`src/rtl/apb_uart_tx_sched.sv`:
```
// APB master for the apb_uart slave port. It configures the UART after reset,
// then shares the TX data register between two byte requesters using
// round-robin arbitration. After each byte it waits long enough for the frame
// to finish before it writes the next byte.
module apb_uart_tx_sched #(
  parameter int BAUD_DIV   = 16,
  parameter int GAP_CYCLES = 200
) (
  input  logic        PCLK,
  input  logic        PRESET,
  input  logic        req0_valid,
  input  logic [7:0]  req0_data,
  output logic        req0_ready,
  input  logic        req1_valid,
  input  logic [7:0]  req1_data,
  output logic        req1_ready,
  output logic        PSEL,
  output logic        PENABLE,
  output logic        PWRITE,
  output logic [7:0]  PADDR,
  output logic [31:0] PWDATA,
  input  logic        PREADY,
  output logic        cfg_done,
  output logic        busy,
  output logic        grant_id
);

  localparam int CW = (GAP_CYCLES > 1) ? $clog2(GAP_CYCLES) : 1;

  typedef enum logic [2:0] {
    CFG_EN,
    CFG_BAUD,
    IDLE,
    XFER,
    GAP
  } state_t;

  state_t        state;
  logic          last;
  logic [CW-1:0] gap_cnt;
  logic          pick1;

  // Requester 1 wins when it is the only one asking, or when both ask and
  // requester 0 was served last.
  assign pick1 = req1_valid && (!req0_valid || !last);

  // Main controller: configuration writes, arbitration, TX writes and the
  // post-write hold-off. Every output is registered here.
  always_ff @(posedge PCLK or posedge PRESET) begin
    if (PRESET) begin
      state      <= CFG_EN;
      last       <= 1'b1;
      gap_cnt    <= '0;
      PSEL       <= 1'b0;
      PENABLE    <= 1'b0;
      PWRITE     <= 1'b0;
      PADDR      <= 8'h00;
      PWDATA     <= 32'h0;
      req0_ready <= 1'b0;
      req1_ready <= 1'b0;
      cfg_done   <= 1'b0;
      busy       <= 1'b1;
      grant_id   <= 1'b0;
    end else begin
      req0_ready <= 1'b0;
      req1_ready <= 1'b0;
      case (state)
        CFG_EN, CFG_BAUD: begin
          if (!PSEL) begin
            PSEL    <= 1'b1;
            PENABLE <= 1'b0;
            PWRITE  <= 1'b1;
            PADDR   <= (state == CFG_BAUD) ? 8'h04 : 8'h00;
            PWDATA  <= (state == CFG_BAUD) ? 32'(BAUD_DIV) : 32'h1;
          end else if (!PENABLE) begin
            PENABLE <= 1'b1;
          end else if (PREADY) begin
            PSEL    <= 1'b0;
            PENABLE <= 1'b0;
            if (state == CFG_EN) begin
              state <= CFG_BAUD;
            end else begin
              state    <= IDLE;
              cfg_done <= 1'b1;
              busy     <= 1'b0;
            end
          end
        end
        IDLE: begin
          if (req0_valid || req1_valid) begin
            state      <= XFER;
            busy       <= 1'b1;
            last       <= pick1;
            grant_id   <= pick1;
            req0_ready <= !pick1;
            req1_ready <= pick1;
            PSEL       <= 1'b1;
            PENABLE    <= 1'b0;
            PWRITE     <= 1'b1;
            PADDR      <= 8'h08;
            PWDATA     <= {24'h0, pick1 ? req1_data : req0_data};
          end
        end
        XFER: begin
          if (!PENABLE) begin
            PENABLE <= 1'b1;
          end else if (PREADY) begin
            PSEL    <= 1'b0;
            PENABLE <= 1'b0;
            gap_cnt <= CW'(GAP_CYCLES - 1);
            state   <= GAP;
          end
        end
        GAP: begin
          if (gap_cnt == '0) begin
            state <= IDLE;
            busy  <= 1'b0;
          end else begin
            gap_cnt <= gap_cnt - 1'b1;
          end
        end
        default: begin
          state <= CFG_EN;
        end
      endcase
    end
  end

endmodule

```
`config.mk`:
```
export PLATFORM = sky130hd
export DESIGN_NAME = apb_uart_tx_sched
export DESIGN_NICKNAME = d
export VERILOG_FILES = /design/src/rtl/apb_uart_tx_sched.sv
export SDC_FILE = /design/constraint.sdc
export NUM_CORES = 1
export LEC_CHECK = 0
export CORE_UTILIZATION = 35
export DETAILED_ROUTE_END_ITERATION = 16
export PLACE_DENSITY = 0.68
export SYNTH_ARGS = -nofsm -noshare
export SYNTH_HDL_FRONTEND = slang
export SYNTH_SLANG_ARGS = --single-unit
```
`constraint.sdc`:
```
create_clock -name PCLK -period 1.65 [get_ports PCLK]
set_input_delay 0.165 -clock PCLK [delete_from_list [all_inputs] [get_ports PCLK]]
set_output_delay 0.165 -clock PCLK [all_outputs]
set_load 0.02 [all_outputs]
```
==> impl_metrics.xml <==
<?xml version="1.0" encoding="UTF-8"?>
<metrics>
  <group name="layout">
    <metric name="num_antenna_cells" unit="">0</metric>
    <metric name="syn_to_final_growth" unit="%">33.93</metric>
    <metric name="drive_above_1_share" unit="%">17.45</metric>
    <metric name="finalCoreUtilization" unit="%">49.34</metric>
    <metric name="final_net_count" unit="">257</metric>
  </group>
  <group name="sta">
    <metric name="final_min_period_over_clock_period" unit="%">96.75</metric>
    <metric name="min_period" unit="ps">1596</metric>
    <metric name="rsz0062_at_grt" unit="">no</metric>
    <metric name="max_freq" unit="MHz">626.4</metric>
    <metric name="final-setup-viol-count" unit="">0</metric>
    <metric name="final_hold_viol_count" unit="">0</metric>
    <metric name="final-max-slew-violation-count" unit="">0</metric>
    <metric name="finClkSkew" unit="ps">6.566</metric>
  </group>
  <group name="yosys">
    <metric name="synth_seq_cells" unit="">30</metric>
    <metric name="synth_enable_flop_cells" unit="">0</metric>
    <metric name="ys_types" unit="">43</metric>
    <metric name="synth_area_leader_cell" unit="">sky130_fd_sc_hd__dfrtp_1</metric>
    <metric name="postSynth.topFlopCell" unit="">sky130_fd_sc_hd__dfrtp_1</metric>
    <metric name="synth_top_cells_by_area" unit="">sky130_fd_sc_hd__dfrtp_1 40%, sky130_fd_sc_hd__buf_4 13%, sky130_fd_sc_hd__mux2i_1 7.4%, sky130_fd_sc_hd__nand3_1 4.0%, sky130_fd_sc_hd__o21ai_0 3.4%</metric>
    <metric name="syn_avg_cell_area" unit="µm²">9.786</metric>
    <metric name="async_s_r_ff_share_synth" unit="%">100.0</metric>
    <metric name="synth.cell_area" unit="µm²">1752</metric>
    <metric name="syn_inst" unit="">179</metric>
    <metric name="yosysWarningCount" unit="">0</metric>
    <metric name="synth_seq_area_share" unit="%">43.00</metric>
    <metric name="synth.top_cell.area_share" unit="%">40.00</metric>
  </group>
  <group name="detailed_routing">
    <metric name="ant_nets" unit="">0</metric>
    <metric name="drc" unit="">0</metric>
    <metric name="detail_route.iter0.violations" unit="">34</metric>
    <metric name="avgViaCountPerCell" unit="">4.500</metric>
    <metric name="routed_wire_length_per_instance" unit="µm">10.93</metric>
    <metric name="routed-via-count" unit="">1359</metric>
    <metric name="routed_wl" unit="µm">3301</metric>
    <metric name="drt_first_pass_iters" unit="">4</metric>
  </group>
  <group name="floorplanning">
    <metric name="coreArea" unit="µm²">4755</metric>
    <metric name="floorplan.initialDensity" unit="%">36.84</metric>
    <metric name="die_height" unit="µm">72.75</metric>
    <metric name="boundaryPins" unit="">69</metric>
    <metric name="design.die.area" unit="µm²">5292</metric>
    <metric name="fp.dieW" unit="µm">72.75</metric>
    <metric name="rows" unit="">25</metric>
  </group>
  <group name="clock_tree">
    <metric name="cts.sink_count" unit="">30</metric>
    <metric name="htree_num_levels" unit="">2</metric>
    <metric name="clock_tree_from_tritoncts" unit="">yes</metric>
    <metric name="cts-buffers-inserted" unit="">5</metric>
    <metric name="worstSkewPairLatency" unit="ps">280</metric>
    <metric name="cts_post_setup_buffers_inserted" unit="">0</metric>
    <metric name="cts_buffer_depth" unit="">2</metric>
    <metric name="cts_root_buf" unit="">sky130_fd_sc_hd__clkbuf_8</metric>
    <metric name="cts_hold_buffers" unit="">0</metric>
    <metric name="clk_transition_reported_paths" unit="ps">70</metric>
  </group>
  <group name="global_routing">
    <metric name="busiest_layer" unit="">met2</metric>
    <metric name="global_route.usage.met1" unit="%">17.40</metric>
    <metric name="wire_length_of_the_first_global_routing_pass" unit="µm">5547</metric>
    <metric name="antenna_violations_before_repair" unit="">0</metric>
    <metric name="groute.layer.met3.usage" unit="%">4.282</metric>
    <metric name="grt_use_total" unit="%">13.90</metric>
    <metric name="grt_overflow" unit="">0</metric>
    <metric name="grt_pass1_vias" unit="">1243</metric>
    <metric name="grt_start_max_net_pins" unit="">31</metric>
    <metric name="gr-usage-met2" unit="%">22.53</metric>
  </group>
  <group name="placement">
    <metric name="globalplace.congestion" unit="">0.8077</metric>
    <metric name="portBuffers" unit="">38</metric>
    <metric name="hpwl" unit="µm">2468</metric>
  </group>
  <group name="job">
    <metric name="timing.max_cap.violations" unit="">0</metric>
  </group>
  <group name="power_and_ir_drop">
    <metric name="p_leak" unit="µW">0.001084</metric>
    <metric name="power.total" unit="µW">3928</metric>
    <metric name="vdd.ir_drop.worst" unit="µV">759.0</metric>
    <metric name="power.density_cell_area" unit="nW/µm²">1674</metric>
  </group>
  <group name="worst_setup_path">
    <metric name="required" unit="ps">1480</metric>
    <metric name="worst-setup-path-type" unit="">reg2out</metric>
    <metric name="crit_path_cell_trace" unit="">clkdlybuf4s50_1</metric>
    <metric name="maximum_fanout_count_along_the_critical_path" unit="">3</metric>
    <metric name="crit_arrival" unit="ps">1430</metric>
    <metric name="largest_stage_delay_worst_path" unit="ps">600</metric>
    <metric name="timing.critical_path.from_type" unit="">flip-flop</metric>
    <metric name="critical_path.n_buffers_inverters" unit="">1</metric>
    <metric name="critical-path-top-delay-family" unit="">buffers and inverters</metric>
    <metric name="cp-end-kind" unit="">output port</metric>
    <metric name="critPathSlowestCell" unit="">sky130_fd_sc_hd__clkdlybuf4s50_1</metric>
  </group>
  <group name="worst_hold_path">
    <metric name="hold_path_class" unit="">in2async</metric>
  </group>
  <group name="run_status">
    <metric name="outcome" unit="">finished clean</metric>
  </group>
</metrics>
## cell usage in the layout (no fill, tap or decap), types with 2 or more instances in the layout
cell                               n
sky130_fd_sc_hd__a21o_1            2
sky130_fd_sc_hd__a21oi_1           5
sky130_fd_sc_hd__a31oi_1           2
sky130_fd_sc_hd__buf_4            18
sky130_fd_sc_hd__bufinv_16         2
sky130_fd_sc_hd__clkbuf_8          6
sky130_fd_sc_hd__clkdlybuf4s50_1  38
sky130_fd_sc_hd__conb_1           30
sky130_fd_sc_hd__dfrtp_1          26
sky130_fd_sc_hd__dfrtp_2           2
sky130_fd_sc_hd__dfstp_2           2
sky130_fd_sc_hd__ha_1              2
sky130_fd_sc_hd__inv_1             6
sky130_fd_sc_hd__mux2_2            2
sky130_fd_sc_hd__mux2i_1          13
sky130_fd_sc_hd__nand2_1           9
sky130_fd_sc_hd__nand2b_1          3
sky130_fd_sc_hd__nand3_1          14
sky130_fd_sc_hd__nand3b_1          2
sky130_fd_sc_hd__nor2_1            7
sky130_fd_sc_hd__nor2b_1           2
sky130_fd_sc_hd__nor3_1            4
sky130_fd_sc_hd__o21ai_0          12
sky130_fd_sc_hd__or2_2             3
sky130_fd_sc_hd__or3_1             3
## cell type report
class	count	area, µm²
fillers	432	2409
multi-input cells	135	825.8
flip-flops and latches	30	755.7
repair buffers	56	515.5
well taps	67	83.83
clock buffers	6	82.58
clock inverters	2	60.06
inverters	6	22.52
## flip-flops by register name, indices dropped and copies added, names as in the netlist
name	cells
PWDATA	8
gap_cnt	8
state	3
PADDR	2
PENABLE	1
PSEL	1
PWRITE	1
busy	1
cfg_done	1
grant_id	1
last	1
req0_ready	1
req1_ready	1
## through the flow
step / instances / setup slack [ps] / hold slack [ps] / cell area [µm²] / setup TNS, ps
6_report: 302 / 53.62 / 252.9 / 2346 / 0
5_1_grt: 302 / 2.081 / 323.9 / 2346 / 0
2_1_floorplan: 208 / 122.8 / 254.3 / 1861 / 0
3_5_place_dp: 294 / -14.42 / 466.6 / 2197 / -14.42
4_1_cts: 302 / 40.19 / 260.5 / 2340 / 0
3_3_place_gp: 294 / 23.68 / 448.4 / 2197 / 0
## power by group
part | switching [µW] | leakage [µW] | internal [µW] | total (µW)
combinational | 883 | 0.000666 | 859 | 1740
sequential | 221 | 0.000347 | 1040 | 1260
clock | 278 | 0.0000714 | 644 | 922
## synth_stat cells (4+ instances only)
| cell type | n |
|---|---|
| sky130_fd_sc_hd__nand2_1 | 9 |
| sky130_fd_sc_hd__buf_4 | 30 |
| sky130_fd_sc_hd__mux2i_1 | 13 |
| sky130_fd_sc_hd__nand3_1 | 14 |
| sky130_fd_sc_hd__dfrtp_1 | 28 |
| sky130_fd_sc_hd__o21ai_0 | 12 |
| sky130_fd_sc_hd__inv_1 | 6 |
| sky130_fd_sc_hd__a21oi_1 | 6 |
| sky130_fd_sc_hd__nor3_1 | 4 |
| sky130_fd_sc_hd__nor2_1 | 7 |
## cell families after synthesis
group,synth area share [%]
other,0.2141
AOI/OAI and AO/OA,12.93
muxes,8.714
buffers and inverters,16.29
DFF,43.00
adders and majority gates,1.428
xor gates and xnor gates,0.5001
and+or+nand+nor,16.93
## final timing paths
| kind | cells past startpoint | slack, ps | endpoint | start |
|---|---|---|---|---|
| worst max register to register | 5 | 70 | busy | state[1] |
| worst min-delay path | 3 | 250 | PENABLE | PRESET |
| worst min register to register | 1 | 470 | PWRITE | PWRITE |
| min in group PCLK | 1 | 470 | PWRITE | PWRITE |
| worst max-delay path | 1 | 50 | busy | busy |
| max in group asynchronous | 3 | 1080 | last | PRESET |
## layer usage
layer  routed length [µm]  vias up
met2                 1533       45
met5                    0        -
li1                     -      670
met3                  169        4
met4                   43        0
met1                 1555      640
## repair_timing
action	4_1_cts	5_1_grt
endpoints found under the hold margin	0	0
gates resized for setup	0	4
setup endpoints to repair	0	8
Note: power is estimated with default switching activity, not from simulation.
